$ cat src/rtl/fc_pkg.sv
// Shared types, default widths and saturation helper for the FC psum reducer.
package fc_pkg;

  typedef enum logic [1:0] {
    FC_IDLE  = 2'd0,
    FC_ACCUM = 2'd1,
    FC_DRAIN = 2'd2
  } fc_state_e;

  localparam int unsigned FC_PSUM_W    = 16;
  localparam int unsigned FC_ACC_W     = 24;
  localparam int unsigned FC_OUT_W     = 8;
  localparam int unsigned FC_MAX_NODES = 128;
  localparam int unsigned FC_MAX_TILES = 8;
  localparam int unsigned FC_SHIFT_W   = 4;

  // Clamp a 64-bit signed value into the signed range of `width` bits.
  function automatic logic signed [63:0] sat_signed(input logic signed [63:0] value,
                                                    input int unsigned       width);
    logic signed [63:0] hi;
    logic signed [63:0] lo;
    hi = (64'sd1 <<< (width - 1)) - 64'sd1;
    lo = -(64'sd1 <<< (width - 1));
    if (value > hi)      return hi;
    else if (value < lo) return lo;
    else                 return value;
  endfunction

endpackage

$ cat src/rtl/fc_out_fifo.sv
// Two-entry result FIFO; the head entry is a register that directly drives the output.
module fc_out_fifo #(
  parameter int unsigned W = 9
) (
  input  logic         clk,
  input  logic         rst,
  input  logic [W-1:0] in_data,
  input  logic         in_valid,
  output logic         in_ready_c,
  output logic [W-1:0] out_data,
  output logic         out_valid,
  input  logic         out_ready,
  output logic [1:0]   count_c
);

  logic [W-1:0] head_q, tail_q;
  logic         head_v, tail_v;
  logic         push, pop;

  assign in_ready_c = !tail_v || out_ready;
  assign push       = in_valid && in_ready_c;
  assign pop        = head_v && out_ready;
  assign count_c    = 2'(head_v) + 2'(tail_v);
  assign out_data   = head_q;
  assign out_valid  = head_v;

  // Tail only fills when head is occupied; a pop promotes tail into head.
  always_ff @(posedge clk) begin
    if (rst) begin
      head_q <= '0;
      tail_q <= '0;
      head_v <= 1'b0;
      tail_v <= 1'b0;
    end else if (pop) begin
      if (tail_v) begin
        head_q <= tail_q;
        if (push) tail_q <= in_data;
        else      tail_v <= 1'b0;
      end else if (push) begin
        head_q <= in_data;
      end else begin
        head_v <= 1'b0;
      end
    end else if (push) begin
      if (!head_v) begin
        head_q <= in_data;
        head_v <= 1'b1;
      end else begin
        tail_q <= in_data;
        tail_v <= 1'b1;
      end
    end
  end

endmodule

$ cat src/rtl/fc_psum_reducer.sv
// FC partial-sum accumulate across tiles, requantise (round/shift/saturate) and stream out.
// Optional ReLU is compiled in when FC_RELU_EN is defined.
module fc_psum_reducer
  import fc_pkg::*;
#(
  parameter int unsigned PSUM_W    = FC_PSUM_W,
  parameter int unsigned ACC_W     = FC_ACC_W,
  parameter int unsigned OUT_W     = FC_OUT_W,
  parameter int unsigned MAX_NODES = FC_MAX_NODES,
  parameter int unsigned MAX_TILES = FC_MAX_TILES,
  parameter int unsigned SHIFT_W   = FC_SHIFT_W
) (
  input  logic                                 clk,
  input  logic                                 rst,
  input  logic                                 cfg_start_i,
  input  logic [$clog2(MAX_NODES+1)-1:0]       cfg_node_num_i,
  input  logic [$clog2(MAX_TILES+1)-1:0]       cfg_tile_num_i,
  input  logic [SHIFT_W-1:0]                   cfg_shift_i,
  input  logic                                 cfg_relu_i,
  input  logic signed [PSUM_W-1:0]             psum_i,
  input  logic                                 psum_valid_i,
  output logic                                 psum_ready_o,
  output logic signed [OUT_W-1:0]              res_o,
  output logic                                 res_valid_o,
  input  logic                                 res_ready_i,
  output logic                                 res_last_o,
  output logic                                 busy_o,
  output logic                                 done_o,
  output logic                                 err_o
);

  localparam int unsigned NODE_W = $clog2(MAX_NODES + 1);
  localparam int unsigned TILE_W = $clog2(MAX_TILES + 1);
  localparam int unsigned IDX_W  = (MAX_NODES > 1) ? $clog2(MAX_NODES) : 1;

  fc_state_e state_q, state_nx;

  logic [NODE_W-1:0]  node_n_q, node_cnt_q, node_n_nx, node_cnt_nx;
  logic [TILE_W-1:0]  tile_n_q, tile_cnt_q, tile_n_nx, tile_cnt_nx;
  logic [SHIFT_W-1:0] shift_q;
  logic               busy_q, done_q, err_q, ready_q;
  logic               busy_nx, done_nx, err_nx, ready_nx;

  logic signed [ACC_W-1:0] acc_q [MAX_NODES];
  logic signed [ACC_W-1:0] acc_rd;
  logic signed [63:0]      sum64, acc_v, rounded, shifted;
  logic signed [OUT_W-1:0] res_c;

  logic             psum_fire, last_node, final_tile, final_nx, start_ok, drain_done;
  logic             fifo_push, fifo_pop, fifo_in_ready_c;
  logic [1:0]       fifo_count_c;
  logic [2:0]       cnt_nx;
  logic [OUT_W:0]   fifo_out;

`ifdef FC_RELU_EN
  logic relu_q;
`else
  logic unused_relu;
  assign unused_relu = cfg_relu_i;
`endif

  assign psum_fire  = psum_valid_i && ready_q;
  assign last_node  = node_cnt_q == node_n_q - NODE_W'(1);
  assign final_tile = tile_cnt_q == tile_n_q - TILE_W'(1);
  assign start_ok   = cfg_start_i && !busy_q && (state_q == FC_IDLE) &&
                      (cfg_node_num_i != '0) && (cfg_tile_num_i != '0);
  assign fifo_pop   = res_valid_o && res_ready_i;
  assign drain_done = (state_q == FC_DRAIN) && fifo_pop && res_last_o;
  assign fifo_push  = psum_fire && final_tile && fifo_in_ready_c;

  // Accumulate path and requantisation of the final-tile value.
  always_comb begin
    acc_rd  = acc_q[IDX_W'(node_cnt_q)];
    sum64   = 64'(psum_i) + 64'(acc_rd);
    acc_v   = sat_signed((tile_cnt_q == '0) ? 64'(psum_i) : sum64, ACC_W);
    rounded = acc_v;
    if (shift_q != '0)
      rounded = sat_signed(acc_v + (64'sd1 <<< (shift_q - SHIFT_W'(1))), ACC_W);
    shifted = rounded >>> shift_q;
    res_c   = OUT_W'(sat_signed(shifted, OUT_W));
`ifdef FC_RELU_EN
    if (relu_q && res_c[OUT_W-1]) res_c = '0;
`endif
  end

  always_ff @(posedge clk) begin
    if (psum_fire && !final_tile) acc_q[IDX_W'(node_cnt_q)] <= ACC_W'(acc_v);
  end

  always_ff @(posedge clk) begin
    if (rst) state_q <= FC_IDLE;
    else     state_q <= state_nx;
  end

  always_comb begin
    state_nx = state_q;
    unique case (state_q)
      FC_IDLE:  if (start_ok) state_nx = FC_ACCUM;
      FC_ACCUM: if (psum_fire && final_tile && last_node) state_nx = FC_DRAIN;
      FC_DRAIN: if (drain_done) state_nx = FC_IDLE;
      default:  state_nx = FC_IDLE;
    endcase
  end

  // Counter/config next values and next-cycle registered outputs.
  always_comb begin
    node_cnt_nx = node_cnt_q;
    tile_cnt_nx = tile_cnt_q;
    node_n_nx   = node_n_q;
    tile_n_nx   = tile_n_q;
    if (start_ok) begin
      node_cnt_nx = '0;
      tile_cnt_nx = '0;
      node_n_nx   = cfg_node_num_i;
      tile_n_nx   = cfg_tile_num_i;
    end else if (psum_fire) begin
      if (last_node) begin
        node_cnt_nx = '0;
        if (!final_tile) tile_cnt_nx = tile_cnt_q + TILE_W'(1);
      end else begin
        node_cnt_nx = node_cnt_q + NODE_W'(1);
      end
    end
    cnt_nx   = 3'(fifo_count_c) + 3'(fifo_push) - 3'(fifo_pop);
    final_nx = tile_cnt_nx == tile_n_nx - TILE_W'(1);
    ready_nx = (state_nx == FC_ACCUM) && (!final_nx || (cnt_nx < 3'd2));
    done_nx  = drain_done;
    busy_nx  = (state_nx != FC_IDLE) || done_nx;
    err_nx   = (cfg_start_i && !start_ok) || (psum_valid_i && (state_q != FC_ACCUM));
  end

  always_ff @(posedge clk) begin
    if (rst) begin
      node_cnt_q <= '0;
      tile_cnt_q <= '0;
      node_n_q   <= '0;
      tile_n_q   <= '0;
      shift_q    <= '0;
      busy_q     <= 1'b0;
      done_q     <= 1'b0;
      err_q      <= 1'b0;
      ready_q    <= 1'b0;
`ifdef FC_RELU_EN
      relu_q     <= 1'b0;
`endif
    end else begin
      node_cnt_q <= node_cnt_nx;
      tile_cnt_q <= tile_cnt_nx;
      node_n_q   <= node_n_nx;
      tile_n_q   <= tile_n_nx;
      busy_q     <= busy_nx;
      done_q     <= done_nx;
      err_q      <= err_nx;
      ready_q    <= ready_nx;
      if (start_ok) begin
        shift_q <= cfg_shift_i;
`ifdef FC_RELU_EN
        relu_q  <= cfg_relu_i;
`endif
      end
    end
  end

  fc_out_fifo #(.W(OUT_W + 1)) u_out_fifo (
    .clk        (clk),
    .rst        (rst),
    .in_data    ({last_node, res_c}),
    .in_valid   (psum_fire && final_tile),
    .in_ready_c (fifo_in_ready_c),
    .out_data   (fifo_out),
    .out_valid  (res_valid_o),
    .out_ready  (res_ready_i),
    .count_c    (fifo_count_c)
  );

  assign res_o        = fifo_out[OUT_W-1:0];
  assign res_last_o   = fifo_out[OUT_W];
  assign psum_ready_o = ready_q;
  assign busy_o       = busy_q;
  assign done_o       = done_q;
  assign err_o        = err_q;

endmodule

$ cat config.mk
export PLATFORM = sky130hd
export DESIGN_NAME = fc_psum_reducer
export DESIGN_NICKNAME = d
export VERILOG_FILES = /design/src/rtl/fc_pkg.sv /design/src/rtl/fc_out_fifo.sv /design/src/rtl/fc_psum_reducer.sv
export SDC_FILE = /design/constraint.sdc
export NUM_CORES = 2
export LEC_CHECK = 0
export ABC_AREA = 1
export CAP_MARGIN = 5
export CORE_ASPECT_RATIO = 0.9
export CORE_MARGIN = 4
export CORE_UTILIZATION = 50
export DETAILED_ROUTE_END_ITERATION = 7
export DONT_BUFFER_PORTS = 1
export PLACE_DENSITY_LB_ADDON = 0.25
export SKIP_LAST_GASP = 1
export SLEW_MARGIN = 5
export SYNTH_ARGS = -nofsm -noshare
export SYNTH_HDL_FRONTEND = slang
export SYNTH_HIERARCHICAL = 1
export SYNTH_SLANG_ARGS = --single-unit
$ cat constraint.sdc
create_clock -name clk -period 18.7 [get_ports clk]
set_input_delay 1.87 -clock clk [delete_from_list [all_inputs] [get_ports clk]]
set_output_delay 1.87 -clock clk [all_outputs]
set_load 0.005 [all_outputs]
==> results.sh <==
export IMPL_outcome="complete, but fails checks"
export IMPL_failed_checks="max-capacitance violations, max-slew violations"
export IMPL_cell_internal_pwr_mw=11.4
export IMPL_clock_power_share_pct=41.2
export IMPL_slew_headroom_pct=-5.98
export IMPL_syn_inst=11000
export IMPL_post_route_cells_drive_above_1_share_pct=8.30
export IMPL_drtIter0Drc=11900
export IMPL_finalNetCount=10900
export IMPL_fill_cell_instance_count_of_the_final_layout=21000
export IMPL_worstSetupEndpointType="flop"
export IMPL_layout_cell_area_non_filler_sq_mm=0.144
export IMPL_cp_slowest_stage_delay_ns=0.91
export IMPL_fp_dieArea_sq_mm=0.268
export IMPL_post_cts_repair_setup_buffers=0
export IMPL_min_delay_worst_endpoint="node_n_q[1]$_SDFFE_PP0P_"
export IMPL_layout_min_cycle_time_ns=14.82
export IMPL_cts_root_buf="sky130_fd_sc_hd__clkbuf_16"
export IMPL_pin_count_of_the_biggest_net_entering_global_routing=192
export IMPL_die_height_um=492
export IMPL_cts_sinks=3133
export IMPL_critical_path_startpoint_type="flop"
export IMPL_sw_frac_of_total_pct=22.3
export IMPL_clock_latency_on_the_worst_skew_pair_ns=0.90
export IMPL_power_share_sequential_pct=52.6
export IMPL_grt_antenna_before_repair=15
export IMPL_dpl_hpwl_um=208000
export IMPL_maximum_fanout_along_the_worst_path=141
export IMPL_cellLeakagePower_nw=48.0
export IMPL_grt_overflow_total=0
export IMPL_worst_r2r_setup_slack_ns=3.88
export IMPL_drcViolationCount=0
export IMPL_cp_data_arrival_time_ns=15.64
export IMPL_critPathBufInv=10
export IMPL_syn_avg_cell_area_sq_um=11.8
export IMPL_tritoncts_num_buffers=310
export IMPL_net_switching_power_mw=3.27
export IMPL_post_cts_resize_count=0
export IMPL_fin_total_pwr_mw=14.7
export IMPL_hold_path_depth=2
export IMPL_area_growth_synth_to_final_pct=10.7
export IMPL_most_common_layout_cells="sky130_fd_sc_hd__edfxtp_1 (3,072), sky130_fd_sc_hd__nor2_1 (2,240), sky130_fd_sc_hd__o21ai_0 (2,000)"
export IMPL_postPlaceCellArea_sq_mm=0.134
export IMPL_pwr_share_comb_pct=6.2
export IMPL_synth_yosys_seq_area_share_pct=71.9
export IMPL_first_global_vias=84000
export IMPL_cts_htree_levels=5
export IMPL_core_area_sq_mm=0.259
export IMPL_fmaxAchievable_mhz=67.5
export IMPL_synth_nets=11100
export IMPL_ys_warn_count=6
export IMPL_hp_class="flop to flop"
export IMPL_path_class="flop to flop"
export IMPL_worstRegToRegCells=62
export IMPL_cts_buffer_depth=4
export IMPL_worst_path_max_delay_cell="sky130_fd_sc_hd__o22ai_1"
export IMPL_hp_start="node_n_q[1]$_SDFFE_PP0P_"
export IMPL_final_hold_worst_slack_ns=0.480
export IMPL_max_slew_worst_pin_slew_ns=1.58
export IMPL_path_depth=62
export IMPL_yosys_cell_types_count=53
export IMPL_tritoncts="built"
export IMPL_initial_core_util_pct=50.3
export IMPL_cp_data_required_time_ns=19.51
export IMPL_final_antenna_net_count=0
export IMPL_portBuffers=0
export IMPL_synth_async_reset_ratio_pct=0
export IMPL_gpl_final_weighted_congestion=0.928
export IMPL_cts_reportedPaths_clkPinSlew_ns=0.06
export IMPL_register_area_sq_mm=0.0935
export IMPL_synth_edff_count=3072
export IMPL_timing_hold_violations_final=0
export IMPL_setup_viol_count_final=0
export IMPL_area_taken_by_multi_input_logic_gates_sq_mm=0.0334
export IMPL_routed_via_density=6.21
export IMPL_post_route_period_util_pct=79.3
export IMPL_ctsHoldBuffers=0
export IMPL_setup_repair_after_global_routing_missed_its_margin="no"
export IMPL_critical_path_most_common_cell="sky130_fd_sc_hd__nand2_1"
export IMPL_num_vias=89600
export IMPL_synth_top_flop_cell="sky130_fd_sc_hd__edfxtp_1"
export IMPL_report_final_slew_viol_count=2
export IMPL_clock_skew_ns=0.0775
export IMPL_cellPowerDensity_mw_per_mm2=102
export IMPL_ios=52
export IMPL_most_common_cell_after_layout_fill_and_taps_aside="sky130_fd_sc_hd__edfxtp_1"
export IMPL_drt_first_pass_iters=6
export IMPL_dieWidth_um=546
export IMPL_grt_pass1_wl_um=555000
export IMPL_global_route_usage_over_all_layers_pct=27.4
export IMPL_wl_per_cell_um=26.3
export IMPL_finalSetupTns_ns=0
export IMPL_core_rowCount=177
export IMPL_post_synth_instance_area_sq_mm=0.130
export IMPL_synth_seq_cells=3133
export IMPL_total_wire_length_after_detailed_routing_um=379000
export IMPL_worst_path_dominant_cell_family="simple AND/OR/NAND/NOR gates"
export IMPL_vdd_drop_max_v=0.0000903
export IMPL_worstReg2RegEnd="u_out_fifo/out_data[1]$_SDFFE_PP0P_"
export IMPL_cap_viol_max_count=1
[Yosys cell counts, types with 4 or more instances]
cell | n | share of area [%]
sky130_fd_sc_hd__o21ai_1 | 21 | 0.081
sky130_fd_sc_hd__o21bai_1 | 4 | 0.023
sky130_fd_sc_hd__buf_1 | 37 | 0.11
sky130_fd_sc_hd__dfxtp_1 | 61 | 0.94
sky130_fd_sc_hd__nand3b_1 | 8 | 0.046
sky130_fd_sc_hd__buf_6 | 5 | 0.043
sky130_fd_sc_hd__a31oi_1 | 4 | 0.019
sky130_fd_sc_hd__nor2_2 | 5 | 0.024
sky130_fd_sc_hd__nand3_2 | 6 | 0.046
sky130_fd_sc_hd__edfxtp_1 | 3072 | 71
sky130_fd_sc_hd__nand2_1 | 742 | 2.1
sky130_fd_sc_hd__o22ai_1 | 948 | 4.6
sky130_fd_sc_hd__inv_2 | 9 | 0.026
sky130_fd_sc_hd__nand2_2 | 25 | 0.12
sky130_fd_sc_hd__nor2_1 | 2370 | 6.8
sky130_fd_sc_hd__or2_2 | 18 | 0.087
sky130_fd_sc_hd__inv_1 | 247 | 0.71
sky130_fd_sc_hd__o32ai_1 | 48 | 0.32
sky130_fd_sc_hd__a21oi_1 | 101 | 0.39
sky130_fd_sc_hd__nand3_1 | 339 | 1.3
sky130_fd_sc_hd__nor4_1 | 10 | 0.048
sky130_fd_sc_hd__o31ai_1 | 11 | 0.063
sky130_fd_sc_hd__o21ai_0 | 2015 | 7.8
sky130_fd_sc_hd__xor2_1 | 23 | 0.15
sky130_fd_sc_hd__clkinv_1 | 7 | 0.020
sky130_fd_sc_hd__buf_2 | 9 | 0.035
sky130_fd_sc_hd__ha_1 | 57 | 0.55
sky130_fd_sc_hd__mux2i_1 | 4 | 0.031
sky130_fd_sc_hd__nand2_4 | 7 | 0.061
sky130_fd_sc_hd__nor3_1 | 8 | 0.031
sky130_fd_sc_hd__xnor2_1 | 19 | 0.13
sky130_fd_sc_hd__nor2_4 | 4 | 0.035
sky130_fd_sc_hd__clkbuf_1 | 699 | 2.0
sky130_fd_sc_hd__nand4_1 | 27 | 0.13
[flip-flops by register name (all words and copies together), names as in the netlist, named ones only]
name / count
acc_q: 3072
u_out_fifo/out_data: 9
u_out_fifo/tail_q: 9
node_cnt_q: 8
node_n_q: 8
shift_q: 4
tile_cnt_q: 4
tile_n_q: 4
state_q: 2
busy_o: 1
done_o: 1
err_o: 1
psum_ready_o: 1
u_out_fifo/out_valid: 1
u_out_fifo/tail_v: 1
[worst reg2reg max path: cells and delay by family, from the launching register on]
| kind | cells | cell delay, ns |
|---|---|---|
| AOI/OAI and AO/OA | 10 | 3.06 |
| and+or+nand+nor | 38 | 4.65 |
| adders and majority gates | 4 | 1.68 |
| DFF | 1 | 0.81 |
| buffers and inverters | 10 | 4.55 |
[final cells by class]
class / count / share of cell area, %
Clock inverter: 153 / 0.983
Clock buffer: 388 / 5.76
Sequential cell: 3133 / 64.9
Timing Repair Buffer: 243 / 1.47
Inverter: 264 / 0.713
Multi-Input combinational cell: 6845 / 23.2
Antenna cell: 9 / 0.0156
Tap cell: 3401 / 2.95
[through the flow]
stage	util [%]	worst slack, ns	instances
2_1_floorplan	-	4.11	11000
3_3_place_gp	51.9	4.52	13900
3_5_place_dp	51.9	4.36	13900
4_1_cts	55.7	4.31	14400
5_1_grt	55.7	2.99	14400
6_report	55.7	3.88	14400
[power by group through the flow]
stage	clock, mW	combinational (mW)	sequential, mW
6_report	6.06	0.911	7.72
5_1_grt	6.42	1.00	7.72
4_1_cts	6.12	0.900	7.72
3_5_place_dp	0	0.896	7.87
3_3_place_gp	0	0.884	7.87
2_1_floorplan	0	0.595	7.90
[layer usage]
metal	share of wire [%]	wire, um	GRT usage [%]
met5	0.093	353	0.641
met4	4.6	17300	11.4
met3	10	37900	5.04
met2	46	174000	42.5
met1	40	150000	38.5
[how the worst max path moves through the flow]
| stage | from | end | slack [ns] |
|---|---|---|---|
| floorplan | flop | u_out_fifo/out_data[1]$_SDFFE_PP0P_ | 4.11 |
| global placement | flop | u_out_fifo/out_data[1]$_SDFFE_PP0P_ | 4.52 |
| detailed placement | flop | u_out_fifo/out_data[1]$_SDFFE_PP0P_ | 4.36 |
| CTS | flop | u_out_fifo/out_data[1]$_SDFFE_PP0P_ | 4.31 |
| global route | flop | u_out_fifo/out_data[1]$_SDFFE_PP0P_ | 2.99 |
| finish | flop | u_out_fifo/out_data[1]$_SDFFE_PP0P_ | 3.88 |
[kinds of logic after synthesis]
kind of cell,after synthesis,synth area share (%)
flip-flops,3133,71.9
XOR/XNOR,42,0.283
AND/OR/NAND/NOR,3577,11.0
buffers and inverters,1015,2.98
multiplexers,4,0.0308
AO/OA/AOI/OAI,3163,13.3
adder cells (fa/ha/maj),59,0.579
No activity file was read; power rests on OpenSTA's default activity.
